### src/rtl/pc_gen.sv
`default_nettype none
// ============================================================================
//  Module   : pc_gen
//  Purpose  : Program-counter generator. Selects the next fetch address from
//             sequential, branch, jump, register-jump and return targets,
//             and accepts a late correction from a downstream check stage.
//             It has an optional return-address stack (RAS) that predicts
//             jr-ra targets from earlier jal instructions.
//  Revision : 1.0  initial release
// ----------------------------------------------------------------------------
//  Build option:
//    PC_GEN_RAS_EN  defined   -> RAS present. jal pushes id_pc+8 and jr-ra
//                                pops the top of the stack when it is
//                                non-empty.
//                   undefined -> no RAS. jal acts as j and jr-ra acts as jr.
//                                ras_hit=0, ras_empty=1, ras_full=0.
// ----------------------------------------------------------------------------
//  Ports:
//    clk         in   1       clock, all state updates on the rising edge
//    rst         in   1       synchronous active-high reset
//    stall       in   1       hold pc and RAS
//    pc_sel      in   3       000 seq, 001 branch, 010 j, 011 jr,
//                             100 jal, 101 jr-ra, 11x seq
//    id_pc       in   ADDR_W  PC of the instruction in ID
//    instr       in   32      instruction word in ID
//    beq_zero    in   1       branch-taken condition
//    id_real_rs  in   ADDR_W  forwarded GPR[rs]
//    fix_valid   in   1       corrected target valid (one-cycle pulse)
//    fix_target  in   ADDR_W  corrected target
//    pc          out  ADDR_W  registered current PC
//    npc         out  ADDR_W  combinational next PC
//    ras_hit     out  1       current jr-ra target comes from the RAS
//    ras_empty   out  1       registered RAS empty flag
//    ras_full    out  1       registered RAS full flag
//
//  ADDR_W must be at least 29, because the jump target keeps id_pc[ADDR_W-1:28].
// ============================================================================
module pc_gen #(
  parameter int unsigned       ADDR_W    = 32,
  parameter int unsigned       RAS_DEPTH = 4,
  parameter logic [ADDR_W-1:0] RESET_PC  = ADDR_W'(32'h0000_3000)
) (
  input  logic              clk,
  input  logic              rst,
  input  logic              stall,
  input  logic [2:0]        pc_sel,
  input  logic [ADDR_W-1:0] id_pc,
  input  logic [31:0]       instr,
  input  logic              beq_zero,
  input  logic [ADDR_W-1:0] id_real_rs,
  input  logic              fix_valid,
  input  logic [ADDR_W-1:0] fix_target,
  output logic [ADDR_W-1:0] pc,
  output logic [ADDR_W-1:0] npc,
  output logic              ras_hit,
  output logic              ras_empty,
  output logic              ras_full
);

  localparam logic [2:0] c_SEL_SEQ  = 3'b000;
  localparam logic [2:0] c_SEL_BR   = 3'b001;
  localparam logic [2:0] c_SEL_J    = 3'b010;
  localparam logic [2:0] c_SEL_JR   = 3'b011;
  localparam logic [2:0] c_SEL_JAL  = 3'b100;
  localparam logic [2:0] c_SEL_JRRA = 3'b101;

  // Target candidates
  logic [ADDR_W-1:0] w_pc_plus4;
  logic [ADDR_W-1:0] w_br_off;
  logic [ADDR_W-1:0] w_br_tgt;
  logic [ADDR_W-1:0] w_j_tgt;
  logic              w_unused_instr;

  assign w_pc_plus4 = pc + ADDR_W'(4);
  // The 16-bit word offset is sign-extended and scaled to a byte offset.
  assign w_br_off   = {{(ADDR_W-18){instr[15]}}, instr[15:0], 2'b00};
  assign w_br_tgt   = id_pc + ADDR_W'(4) + w_br_off;
  assign w_j_tgt    = {id_pc[ADDR_W-1:28], instr[25:0], 2'b00};
  // The opcode field is decoded upstream into pc_sel.
  assign w_unused_instr = ^instr[31:26];

  // pc and the RAS only advance when no correction is pending and the
  // pipeline is not stalled.
  logic w_adv;
  assign w_adv = ~stall & ~fix_valid;

`ifdef PC_GEN_RAS_EN
  localparam int unsigned c_PTR_W = $clog2(RAS_DEPTH);
  localparam int unsigned c_CNT_W = c_PTR_W + 1;

  logic [ADDR_W-1:0]  r_ras [RAS_DEPTH];
  logic [c_PTR_W-1:0] r_top;
  logic [c_CNT_W-1:0] r_count;
  logic               r_empty;
  logic               r_full;

  logic [c_PTR_W-1:0] w_top_inc;
  logic [c_PTR_W-1:0] w_top_dec;
  logic [c_CNT_W-1:0] w_count_nxt;
  logic [ADDR_W-1:0]  w_ret_addr;
  logic               w_push;
  logic               w_pop;
  logic               w_hit;
  logic               w_do_push;
  logic               w_do_pop;

  assign w_top_inc  = r_top + c_PTR_W'(1);
  assign w_top_dec  = r_top - c_PTR_W'(1);
  assign w_ret_addr = id_pc + ADDR_W'(8);
  assign w_do_push  = w_push & w_adv;
  assign w_do_pop   = w_pop & w_adv;
`else
  // Keeps the depth parameter referenced in a build that has no RAS.
  localparam int unsigned c_unused_depth = RAS_DEPTH;
`endif

  // Next-PC selection
  always_comb begin
    npc = w_pc_plus4;
`ifdef PC_GEN_RAS_EN
    w_push = 1'b0;
    w_pop  = 1'b0;
    w_hit  = 1'b0;
`endif
    if (fix_valid) begin
      npc = fix_target;
    end else begin
      case (pc_sel)
        c_SEL_SEQ: npc = w_pc_plus4;
        c_SEL_BR:  npc = beq_zero ? w_br_tgt : w_pc_plus4;
        c_SEL_J:   npc = w_j_tgt;
        c_SEL_JR:  npc = id_real_rs;
        c_SEL_JAL: begin
          npc = w_j_tgt;
`ifdef PC_GEN_RAS_EN
          w_push = 1'b1;
`endif
        end
        c_SEL_JRRA: begin
`ifdef PC_GEN_RAS_EN
          if (!r_empty) begin
            npc   = r_ras[r_top];
            w_hit = 1'b1;
            w_pop = 1'b1;
          end else begin
            npc = id_real_rs;
          end
`else
          npc = id_real_rs;
`endif
        end
        default:   npc = w_pc_plus4;
      endcase
    end
  end

  // PC register
  always_ff @(posedge clk) begin
    if (rst) begin
      pc <= RESET_PC;
    end else if (fix_valid) begin
      pc <= fix_target;
    end else if (!stall) begin
      pc <= npc;
    end
  end

`ifdef PC_GEN_RAS_EN
  // Occupancy saturates at RAS_DEPTH. A push into a full stack overwrites
  // the oldest entry, which is the slot just above the current top.
  always_comb begin
    w_count_nxt = r_count;
    if (w_do_push && !r_full) begin
      w_count_nxt = r_count + c_CNT_W'(1);
    end else if (w_do_pop) begin
      w_count_nxt = r_count - c_CNT_W'(1);
    end
  end

  always_ff @(posedge clk) begin
    if (rst) begin
      r_top   <= '0;
      r_count <= '0;
      r_empty <= 1'b1;
      r_full  <= 1'b0;
    end else begin
      if (w_do_push) begin
        r_top <= w_top_inc;
      end else if (w_do_pop) begin
        r_top <= w_top_dec;
      end
      r_count <= w_count_nxt;
      r_empty <= (w_count_nxt == '0);
      r_full  <= (w_count_nxt == c_CNT_W'(RAS_DEPTH));
    end
  end

  // Entry storage has no reset. Entries are never read while the stack is
  // empty.
  always_ff @(posedge clk) begin
    if (!rst && w_do_push) begin
      r_ras[w_top_inc] <= w_ret_addr;
    end
  end

  assign ras_hit   = w_hit;
  assign ras_empty = r_empty;
  assign ras_full  = r_full;
`else
  assign ras_hit   = 1'b0;
  assign ras_empty = 1'b1;
  assign ras_full  = 1'b0;
`endif

endmodule

`default_nettype wire

### config.mk
export PLATFORM = sky130hd
export DESIGN_NAME = pc_gen
export DESIGN_NICKNAME = d
export VERILOG_FILES = /design/src/rtl/pc_gen.sv
export SDC_FILE = /design/constraint.sdc
export NUM_CORES = 1
export LEC_CHECK = 0
export BUFFER_PORTS_ARGS = -buffer_cell sky130_fd_sc_hd__buf_2
export CORE_ASPECT_RATIO = 0.5
export CORE_MARGIN = 1.5
export CORE_UTILIZATION = 30
export CTS_CLUSTER_SIZE = 8
export DETAILED_ROUTE_END_ITERATION = 7
export REMOVE_ABC_BUFFERS = 1
export SLEW_MARGIN = 5
export SYNTH_ARGS = -nofsm -noshare
export SYNTH_HDL_FRONTEND = slang
export SYNTH_SLANG_ARGS = --single-unit
### constraint.sdc
create_clock -name clk -period 6.3 [get_ports clk]
set_input_delay 0.945 -clock clk [delete_from_list [all_inputs] [get_ports clk]]
set_output_delay 0.945 -clock clk [all_outputs]
set_load 0.01 [all_outputs]
* Yosys cells after proc, flatten, opt, wreduce, memory -nomap -nowiden
Index checks and enable logic that the tools add are counted.
W data, S select, Z words.
** Storage, ports and cells
- Register bits :: 32
- Output and inout port bits :: 67
** Operators by class
- Equal/unequal tests :: 6
- $add $sub $neg :: 3
- Reduce and logical (&&, ||, !) cells :: 2
- Muxes and demuxes :: 5
** Operators with widths (number)
- $mux W32 :: 4
- $pmux W32 S3 :: 1
- $add A32 B3 Y32 const B :: 2
- $add A32 B32 Y32 :: 1
- $eq A3 B2 Y1 const B :: 2
- $eq A3 B3 Y1 const B :: 2
- $reduce_or A2 Y1 :: 2
- $eq A3 B1 Y1 const B :: 1
- $ne A2 B1 Y1 const B :: 1

* Depth between registers and ports, before layout
Gate-level depths: netlist (run 1).
- Depth after elaboration :: 7
- Depth in mapped cells :: 15
- Mapped depth without buffers :: 15

* Worst setup path after synthesis (run 1)
No wires, ideal clock.
- Path type :: input to output
- Start :: input id_pc[17]
- End :: output npc[28]
- Stages on the path :: 12
- Arrival :: 3.299 ns
- Setup slack :: 2.056 ns
- Path buffers :: 1
- Cells stage by stage :: ha_1 ha_1 buf_6 a21o_1 a21o_1 a221oi_2 nor2_1 a41oi_2 a21oi_2 or4_1 a31oi_1 a21oi_1
** On the way
- Word-level cells in the longest chain between the ends :: 5
** RTL lines
- start, declared :: line 47 : input logic [ADDR_W-1:0] id_pc,
- $add A32 B3 Y32 :: line 77 : assign w_br_tgt = id_pc + ADDR_W'(4) + w_br_off;
- $add A32 B32 Y32 :: line 77
- $mux W32 :: line 130 : c_SEL_BR: npc = beq_zero ? w_br_tgt : w_pc_plus4;
- $pmux W32 S3 :: line 128 : case (pc_sel)
- $mux W32 :: line 125 : if (fix_valid) begin
- end, declared :: line 54 : output logic [ADDR_W-1:0] npc,
No other way between the ends.

* Final worst setup path (run 1)
- Start :: input id_pc[3]
- End :: output npc[29]
Same word-level chain as after synthesis.

==> flow_summary.json, run 1 <==
{
  "run_status": "completed",
  "synth_top_area_frac": 0.1340,
  "initialDrtViolationCount": 496,
  "hpwl_mm": 16.85,
  "power.density_nw_per_um2": 158.0,
  "drt.antenna.violating_nets": 0,
  "reg_top3": "pc (32)",
  "required_ns": 5.35,
  "slew_violations": 0,
  "r2r-start": "pc[2]$_SDFFE_PP0P_",
  "start_kind": "input port",
  "crit_path_max_fanout": 4,
  "fin_crit_sh": 0.8072,
  "cts_buffers": 5,
  "synth_top_area_cell": "ha_1",
  "synth_area_leaders": "ha_1 13%, dfxtp_1 12%, nand2_1 6.4%, nor2_1 6.1%, a21oi_1 6.0%",
  "synth_flop_cell": "dfxtp_1",
  "via_per_inst": 5.594,
  "clkTransAtPathRegs_ns": 0.05,
  "slowest_delay_ns": 0.56,
  "die_h_um": 97.99,
  "rows": 34,
  "skew_ns": 0.005076,
  "timing.rr.end": "pc[30]$_SDFFE_PP0P_",
  "ys_warn_count": 0,
  "ys_ff_latch": 32,
  "path_delay_family": "compound AO/OA/AOI/OAI gates",
  "avgSynthCellArea_um2": 6.932,
  "cts_tree": "done",
  "setup_tns_ns": 0,
  "postCtsSetupRepairBufs": 0,
  "relSlewSlack": 0.2499,
  "layout-drive-gt1-share": 0.2455,
  "peakVddDrop_v": 0.00009547,
  "regMostFlops": "pc",
  "final_nets": 1131,
  "gr-total-overflow": 0,
  "grt_max_degree": 45,
  "root_buffer": "clkbuf_16",
  "cts_buffer_depth": 2,
  "rr_worst_depth": 9,
  "synth_compound_area_frac": 0.3388,
  "drc": 0,
  "grt_pass1_wl_mm": 32.73,
  "cts.htree.levels": 2,
  "hp-start": "pc[1]$_SDFFE_PP0P_",
  "drtPass1Iterations": 5,
  "die_w_um": 193.0,
  "hold_viol_final": 0,
  "r2r_slack_ns": 3.65,
  "worst-path-buf-inv": 3,
  "largest_reg_flops": 32,
  "holdPathStages": 2,
  "multi_input_area_um2": 4461,
  "grt_setup_unrepaired": "no",
  "grt_pass1_vias": 6275,
  "cts_resized": 0,
  "cp.arrival_ns": 4.14,
  "synth_area_um2": 5414,
  "core-area_um2": 17530,
  "hold_end": "pc[1]$_SDFFE_PP0P_",
  "post_drt_wl_per_cell_um": 17.77,
  "synthSimpleGateAreaFrac": 0.2420,
  "crit_type": "in -> out",
  "crit_path_end_kind": "output pin",
  "cp_cell_sequence": "buf_2 > ha_1 > ha_1 > inv_1 > fa_1 > nor2b_1 > o31a_1 > o311ai_1 > a21oi_1 > or4_1 > a21oi_1 > nor2_1 > o22ai_1 > o21ai_0 > buf_2",
  "yosys.cell_types.count": 79,
  "synthXorXnorAreaFrac": 0.07442,
  "synth_mux_area_frac": 0.02843,
  "cap_viol_max_count": 0,
  "track_usage": 0.2176,
  "hold_buffers": 0,
  "syn-instance-count": 781,
  "fillCellCount": 1907,
  "fmax_ghz": 0.1966,
  "portBuffers": 193,
  "setup_viol": 0,
  "syn_to_final_growth_pct": 22.86,
  "fin_util": 0.3795,
  "hp-class": "reg -> reg",
  "synth_top_family_by_area": "compound AO/OA/AOI/OAI gates",
  "cts_sinks": 32,
  "synth-edff-count": 0,
  "ys_async_sr_fraction": 0,
  "power_mw": 1.051,
  "p_leak_nw": 3.138,
  "seqCellArea_um2": 640.6,
  "dieArea_um2": 18910,
  "min_period_ns": 5.085,
  "antenna_found_initial": 1,
  "initial_core_util": 0.3089,
  "cp_slowest_cell": "o311ai_1",
  "insertion_delay_ns": 0.28,
  "routed_wl_mm": 20.83,
  "synth_fa_ha_area_frac": 0.1377,
  "yosysSeqAreaShare": 0.1183,
  "place_congestion": 0.8778,
  "top_level_ports": 203,
  "vias": 6556,
  "tightestPinTransition_ns": 1.121
}
-- per-stage QoR --
step                hold slack [ns]  cells  cell area (µm²)  setup slack [ns]
finish                       0.4877   1172             6651             1.215
global route                 0.5161   1171             6649             1.057
CTS                          0.4889   1171             6649             1.267
detailed placement           0.4761   1163             6502             1.284
global placement             0.4602   1163             6502             1.307
floorplan                    0.4822    729             5189             1.261
-- tightest hold or removal path, delay by kind of cell (launching register included) --
| family | cells | cell delay, ns |
|---|---|---|
| AO/OA/AOI/OAI | 1 | 0.05 |
| flip-flops | 1 | 0.33 |
| AND/OR/NAND/NOR | 1 | 0.06 |
-- cell families after synthesis --
kind of cell / Yosys count
muxes: 15
AOI/OAI and AO/OA: 274
adders and majority gates: 59
and+or+nand+nor: 276
xor gates and xnor gates: 46
other: 2
buffers and inverters: 77
DFF: 32
-- worst max path at each step --
stage              end  slack (ns)  cells after the start       from
3_3_place_gp   npc[29]        1.31                     15   id_pc[3]
3_5_place_dp   npc[29]        1.28                     15   id_pc[3]
6_report       npc[29]        1.21                     15   id_pc[3]
2_1_floorplan  npc[10]        1.26                      9  pc_sel[1]
5_1_grt        npc[29]        1.06                     15   id_pc[3]
4_1_cts        npc[29]        1.27                     15   id_pc[3]
-- routing by layer --
layer | global-route usage | vias to the layer above | wire length, µm | part of all wire
met5 | 0 | - | 0 | 0
met4 | 0.02959 | 0 | 232 | 0.011
met3 | 0.03379 | 17 | 1385 | 0.066
met2 | 0.3593 | 244 | 9260 | 0.44
met1 | 0.3041 | 3079 | 9952 | 0.48
li1 | - | 3216 | - | -
-- layout make-up --
type,instances,share of cell area
Antenna cell,1,0.0003762
Timing Repair Buffer,200,0.1531
Clock buffer,8,0.02201
Sequential cell,32,0.09631
Tap cell,234,0.04402
Multi-Input combinational cell,673,0.6706
Inverter,24,0.01354
-- cell usage in the layout (no fill, tap or decap), drive strengths merged, types with 20 or more instances in the layout --
cell and count:
xnor2 26, a22oi 20, dfxtp 32, o21ai 55, buf 200, ha 58, nand2 92, nor2 88
nand3 25, inv 23, a21oi 67, xor2 20
-- power by group --
group	internal (mW)	total, mW	switching [mW]
logic	0.226	0.554	0.328
clock network	0.158	0.249	0.0915
registers	0.220	0.247	0.0270
total	0.604	1.05	0.447
-- cells in the mapped netlist (all sizes together), types with 6 or more instances --
library cell and instances:
a211oi 7, a21o 16, a21oi 67, a22oi 20
a31oi 14, and4 9, buf 18, clkbuf 35
dfxtp 32, ha 58, inv 23, mux2i 12
nand2 92, nand3 25, nand4 16, nor2 88
nor2b 9, nor3 16, o211ai 7, o21ai 55
o221ai 6, o22a 8, o22ai 16, o31ai 8
xnor2 26, xor2 20
(Power assumes the default switching activity.)
==> run 2: changes to the inputs <==
==> constraint.sdc (replaced) <==
create_clock -name clk -period 5.33 [get_ports clk]
set_input_delay 0.7995 -clock clk [delete_from_list [all_inputs] [get_ports clk]]
set_output_delay 0.7995 -clock clk [all_outputs]
set_load 0.01 [all_outputs]
==> run 2 against run 1 <==
Net effect: non-clock buffer count rose by 5; die area did not move; power rose by 19%; clock power rose by 23%; via count rose by 1.3%; global-route usage fell by 0.19 points; combinational power rose by 18%; count of clock-buffer cells in the layout fell by 1; core utilization rose by 0.25 points; critical path type unchanged.
==> flow_summary.json, run 2 (synthesis results as in run 1) <==
{
  "run_status": "completed",
  "gr-total-overflow": 0,
  "track_usage": 0.2157,
  "postCtsSetupRepairBufs": 0,
  "root_buffer": "clkbuf_16",
  "min_period_ns": 4.794,
  "dieArea_um2": 18910,
  "die_w_um": 193.0,
  "hold_buffers": 0,
  "initial_core_util": 0.3089,
  "cts_tree": "done",
  "setup_viol": 0,
  "tightestPinTransition_ns": 1.054,
  "post_dp_cell_area_um2": 6540,
  "cts_sinks": 32,
  "crit_path_max_fanout": 4,
  "drtPass1Iterations": 5,
  "crit_path_end_kind": "output pin",
  "hold_viol_final": 0,
  "power_mw": 1.253,
  "cts_resized": 0,
  "fin_crit_sh": 0.8995,
  "fmax_ghz": 0.2086,
  "vias": 6641,
  "layout_commonest_cell": "buf_2",
  "syn_to_final_growth_pct": 23.67,
  "seqCellArea_um2": 640.6,
  "stdcell_area_um2": 6695,
  "skew_ns": 0.004816,
  "final_nets": 1136,
  "peakVddDrop_v": 0.00009942,
  "top_level_ports": 203,
  "grt_pass1_vias": 6271,
  "antenna_found_initial": 0,
  "drc": 0,
  "layout_common_cells": "193 x buf_2, 92 x nand2_1, 87 x nor2_1",
  "cts.htree.levels": 2,
  "cts_buffer_depth": 2,
  "multi_input_area_um2": 4461,
  "cp.arrival_ns": 3.99,
  "cts_buffers": 5,
  "largest_reg_flops": 32,
  "portBuffers": 193,
  "p_leak_nw": 3.166,
  "grt_setup_unrepaired": "no",
  "setup_tns_ns": 0,
  "fillCellCount": 1887,
  "relSlewSlack": 0.2946,
  "layout-drive-gt1-share": 0.2508,
  "start_kind": "input port",
  "routed_wl_mm": 20.61,
  "die_h_um": 97.99,
  "core-area_um2": 17530,
  "clkTransAtPathRegs_ns": 0.05,
  "reg_top3": "pc (32)",
  "grt_pass1_wl_mm": 32.51,
  "hpwl_mm": 16.74,
  "post_drt_wl_per_cell_um": 17.52,
  "initialDrtViolationCount": 538,
  "slew_violations": 0,
  "hp-class": "reg -> reg",
  "rows": 34,
  "regMostFlops": "pc",
  "via_per_inst": 5.647,
  "place_congestion": 0.8976,
  "drt.antenna.violating_nets": 0,
  "power.density_nw_per_um2": 187.2,
  "crit_type": "in -> out",
  "cap_viol_max_count": 0,
  "required_ns": 4.53,
  "insertion_delay_ns": 0.29,
  "grt_max_degree": 63
}
run 2: worst paths after layout:
path	endpoint	slack, ns	start	depth (start not counted)
worst min-delay path	pc[1]$_SDFFE_PP0P_	0.48	pc[1]$_SDFFE_PP0P_	2
worst max-delay path	npc[29]	0.54	id_pc[3]	15
worst max register to register	pc[30]$_SDFFE_PP0P_	2.68	pc[2]$_SDFFE_PP0P_	9
worst min register to register	pc[1]$_SDFFE_PP0P_	0.48	pc[1]$_SDFFE_PP0P_	2
run 2: cell type report:
cell class / count / share of cell area
Inverter: 24 / 0.01346
Multi-Input combinational cell: 673 / 0.6662
Sequential cell: 32 / 0.09568
Tap cell: 234 / 0.04373
Timing Repair Buffer: 205 / 0.1577
Clock buffer: 7 / 0.02280
Antenna cell: 1 / 0.0003738
run 2: worst max-delay path, cell delays in order:
cell	delay, ns
buf_2	0.11
ha_1	0.28
ha_1	0.23
inv_1	0.08
fa_1	0.20
nor2b_1	0.07
o31a_1	0.31
o311ai_1	0.55
a21oi_1	0.21
or4_1	0.44
a21oi_1	0.16
nor2_1	0.07
o22ai_1	0.20
o21ai_0	0.11
buf_2	0.17
run 2: layer usage:
metal	vias to the layer above	track usage	wire, µm
li1	3224	-	-
met1	3110	0.3029	9568
met2	278	0.3460	8995
met3	29	0.04026	1743
met4	0	0.03550	301
met5	-	0	0
run 2: per-stage QoR:
| stage | hold slack, ns | worst slack (ns) | util | std cells |
|---|---|---|---|---|
| 2_1_floorplan | 0.4822 | 0.5821 | - | 729 |
| 3_3_place_gp | 0.4609 | 0.6434 | 0.3731 | 1168 |
| 3_5_place_dp | 0.4553 | 0.5888 | 0.3731 | 1168 |
| 4_1_cts | 0.4728 | 0.5800 | 0.3819 | 1175 |
| 5_1_grt | 0.5151 | 0.3409 | 0.3819 | 1175 |
| 6_report | 0.4791 | 0.5359 | 0.3820 | 1176 |
run 2: report_power, final:
part           internal (mW)  leakage [nW]  switching [mW]
Combinational          0.269          2.82           0.386
Sequential             0.260         0.266          0.0318
Clock                  0.196        0.0760           0.109
==> run 3: changes to the inputs <==
--- a/config.mk
+++ b/config.mk
@@ -7,12 +7,12 @@
 export LEC_CHECK = 0
 export BUFFER_PORTS_ARGS = -buffer_cell sky130_fd_sc_hd__buf_2
 export CORE_ASPECT_RATIO = 0.5
-export CORE_MARGIN = 1.5
+export CORE_MARGIN = 5
 export CORE_UTILIZATION = 30
 export CTS_CLUSTER_SIZE = 8
 export DETAILED_ROUTE_END_ITERATION = 7
 export REMOVE_ABC_BUFFERS = 1
-export SLEW_MARGIN = 5
+export SLEW_MARGIN = 10
 export SYNTH_ARGS = -nofsm -noshare
 export SYNTH_HDL_FRONTEND = slang
 export SYNTH_SLANG_ARGS = --single-unit
==> run 3 against run 2 <==
Net effect: combinational power about the same; sequential share of layout area about the same; first-iteration DRC count decreased by 31%; non-clock buffer count decreased by 2; count of clock-buffer cells in the layout unchanged; clock skew about the same; largest power group unchanged.
==> flow_summary.json, run 3 (synthesis results as in run 1) <==
{
  "initialDrtViolationCount": 372,
  "seqPwrFrac": 0.234,
  "p_sw_frac": 0.4180,
  "start_kind": "input port",
  "cp_slowest_cell": "o311ai_1",
  "postCtsSetupRepairBufs": 0,
  "intPower_mw": 0.7246,
  "cp.arrival_ns": 3.99,
  "cts_sinks": 32,
  "rows": 34,
  "crit_type": "in -> out",
  "cts_tree": "done",
  "routed_wl_mm": 21.12,
  "crit_path_max_fanout": 4,
  "setup_viol": 0,
  "layout_commonest_cell": "buf_2",
  "initial_core_util": 0.3089,
  "fmax_ghz": 0.2090,
  "required_ns": 4.53,
  "antenna_cells": 0,
  "min_period_ns": 4.785,
  "via_per_inst": 5.539,
  "cts_resized": 0,
  "track_usage": 0.1921,
  "dr.max_layer_used": "met5",
  "largest_reg_flops": 32,
  "insertion_delay_ns": 0.28,
  "switchingPower_mw": 0.5204,
  "layout_common_cells": "193 x buf_2, 92 x nand2_1, 87 x nor2_1",
  "reg_top3": "pc (32)",
  "die_h_um": 105.0,
  "power.density_nw_per_um2": 186.4,
  "portBuffers": 193,
  "skew_ns": 0.004538,
  "cts.htree.levels": 2,
  "peakVddDrop_v": 0.0001131,
  "gr-total-overflow": 0,
  "dieArea_um2": 21000,
  "layout-drive-gt1-share": 0.2492,
  "vias": 6497,
  "hp-class": "reg -> reg",
  "path_delay_family": "compound AO/OA/AOI/OAI gates",
  "met3_wirelength_mm": 1.277,
  "tightestPinTransition_ns": 1.113,
  "layout.cells.non_filler": 1173,
  "cts_buffer_depth": 2,
  "relSlewSlack": 0.2527,
  "met1_length_mm": 9.874,
  "post_drt_wl_per_cell_um": 18.00,
  "hpwl_mm": 17.42,
  "regMostFlops": "pc",
  "drtPass1Iterations": 5,
  "drc": 0,
  "cts_buffers": 5,
  "worst-path-buf-inv": 3,
  "p_comb_frac": 0.527,
  "place_congestion": 0.9052,
  "slowest_delay_ns": 0.57,
  "run_status": "completed",
  "drt.antenna.violating_nets": 0,
  "wl_met2_mm": 9.656,
  "die_w_um": 200.0,
  "p_leak_nw": 3.156,
  "grt_setup_unrepaired": "no",
  "grt_pass1_vias": 6321,
  "cp_cell_sequence": "buf_2 > ha_1 > ha_1 > inv_1 > fa_1 > nor2b_1 > o31a_1 > o311ai_1 > a21oi_1 > or4_1 > a21oi_1 > nor2_1 > o22ai_1 > o21ai_0 > buf_2",
  "p_clk_frac": 0.239,
  "hold_buffers": 0,
  "fin_crit_sh": 0.8978,
  "antenna_found_initial": 2,
  "slew_violations": 0,
  "setup_tns_ns": 0,
  "place_inst": 1166,
  "hold_viol_final": 0,
  "root_buffer": "clkbuf_16",
  "final_nets": 1134,
  "core-area_um2": 17530,
  "syn_to_final_growth_pct": 23.34,
  "crit_path_end_kind": "output pin",
  "cap_viol_max_count": 0,
  "grt_max_degree": 40,
  "grt_pass1_wl_mm": 32.98,
  "clkTransAtPathRegs_ns": 0.05,
  "top_level_ports": 203
}
==> run 3: changes by cell type in the layout (fill, tap and decap cells not counted) <==
cell     delta
buf_4       -2
diode_2     -1
==> run 3: area by class of cell <==
cell class | instances | area (µm²)
Inverter | 24 | 90.09
Multi-Input combinational cell | 673 | 4461
Tap cell | 234 | 292.8
Fill cell | 1943 | 10850
Timing Repair Buffer | 203 | 1041
Clock buffer | 7 | 152.6
Sequential cell | 32 | 640.6
==> run 3: metrics by stage <==
| stage | hold slack, ns | setup slack [ns] | util | total power, mW | instance area (µm²) |
|---|---|---|---|---|---|
| 2_1_floorplan | 0.4822 | 0.5821 | - | 0.6942 | 5189 |
| 4_1_cts | 0.4757 | 0.5781 | 0.3810 | 1.247 | 6678 |
| 5_1_grt | 0.4899 | 0.2850 | 0.3810 | 1.332 | 6678 |
| 3_5_place_dp | 0.4678 | 0.5945 | 0.3723 | 0.9456 | 6525 |
| 6_report | 0.4787 | 0.5445 | 0.3810 | 1.245 | 6678 |
| 3_3_place_gp | 0.4623 | 0.6168 | 0.3723 | 0.9384 | 6525 |
==> run 3: worst register-to-register path, delay by kind of cell (launching register included) <==
| family | cells | cell delay (ns) |
|---|---|---|
| compound gates | 4 | 0.66 |
| flops | 1 | 0.48 |
| fa+ha+maj | 1 | 0.33 |
| xor+xnor | 1 | 0.16 |
| simple gates | 3 | 0.87 |
==> run 3: final timing paths <==
| path | slack (ns) | end | startpoint | depth (start not counted) |
|---|---|---|---|---|
| min | 0.48 | pc[0]$_SDFFE_PP0P_ | pc[0]$_SDFFE_PP0P_ | 2 |
| max | 0.54 | npc[29] | id_pc[3] | 15 |
| max reg2reg | 2.73 | pc[30]$_SDFFE_PP0P_ | pc[2]$_SDFFE_PP0P_ | 9 |
| min reg2reg | 0.48 | pc[0]$_SDFFE_PP0P_ | pc[0]$_SDFFE_PP0P_ | 2 |
==> run 3: metal layers <==
layer,vias up,GRT usage
met1,3043,0.2659
met4,4,0.02713
met5,-,0
li1,3220,-
met2,200,0.3165
met3,30,0.03794
==> run 3: power by group through the flow <==
stage / Combinational, mW / Clock [mW] / Sequential, mW
after floorplan: 0.395 / 0 / 0.299
after global placement: 0.643 / 0 / 0.295
after detailed placement: 0.650 / 0 / 0.296
after CTS: 0.653 / 0.302 / 0.291
after global routing: 0.725 / 0.311 / 0.295
final: 0.656 / 0.298 / 0.291
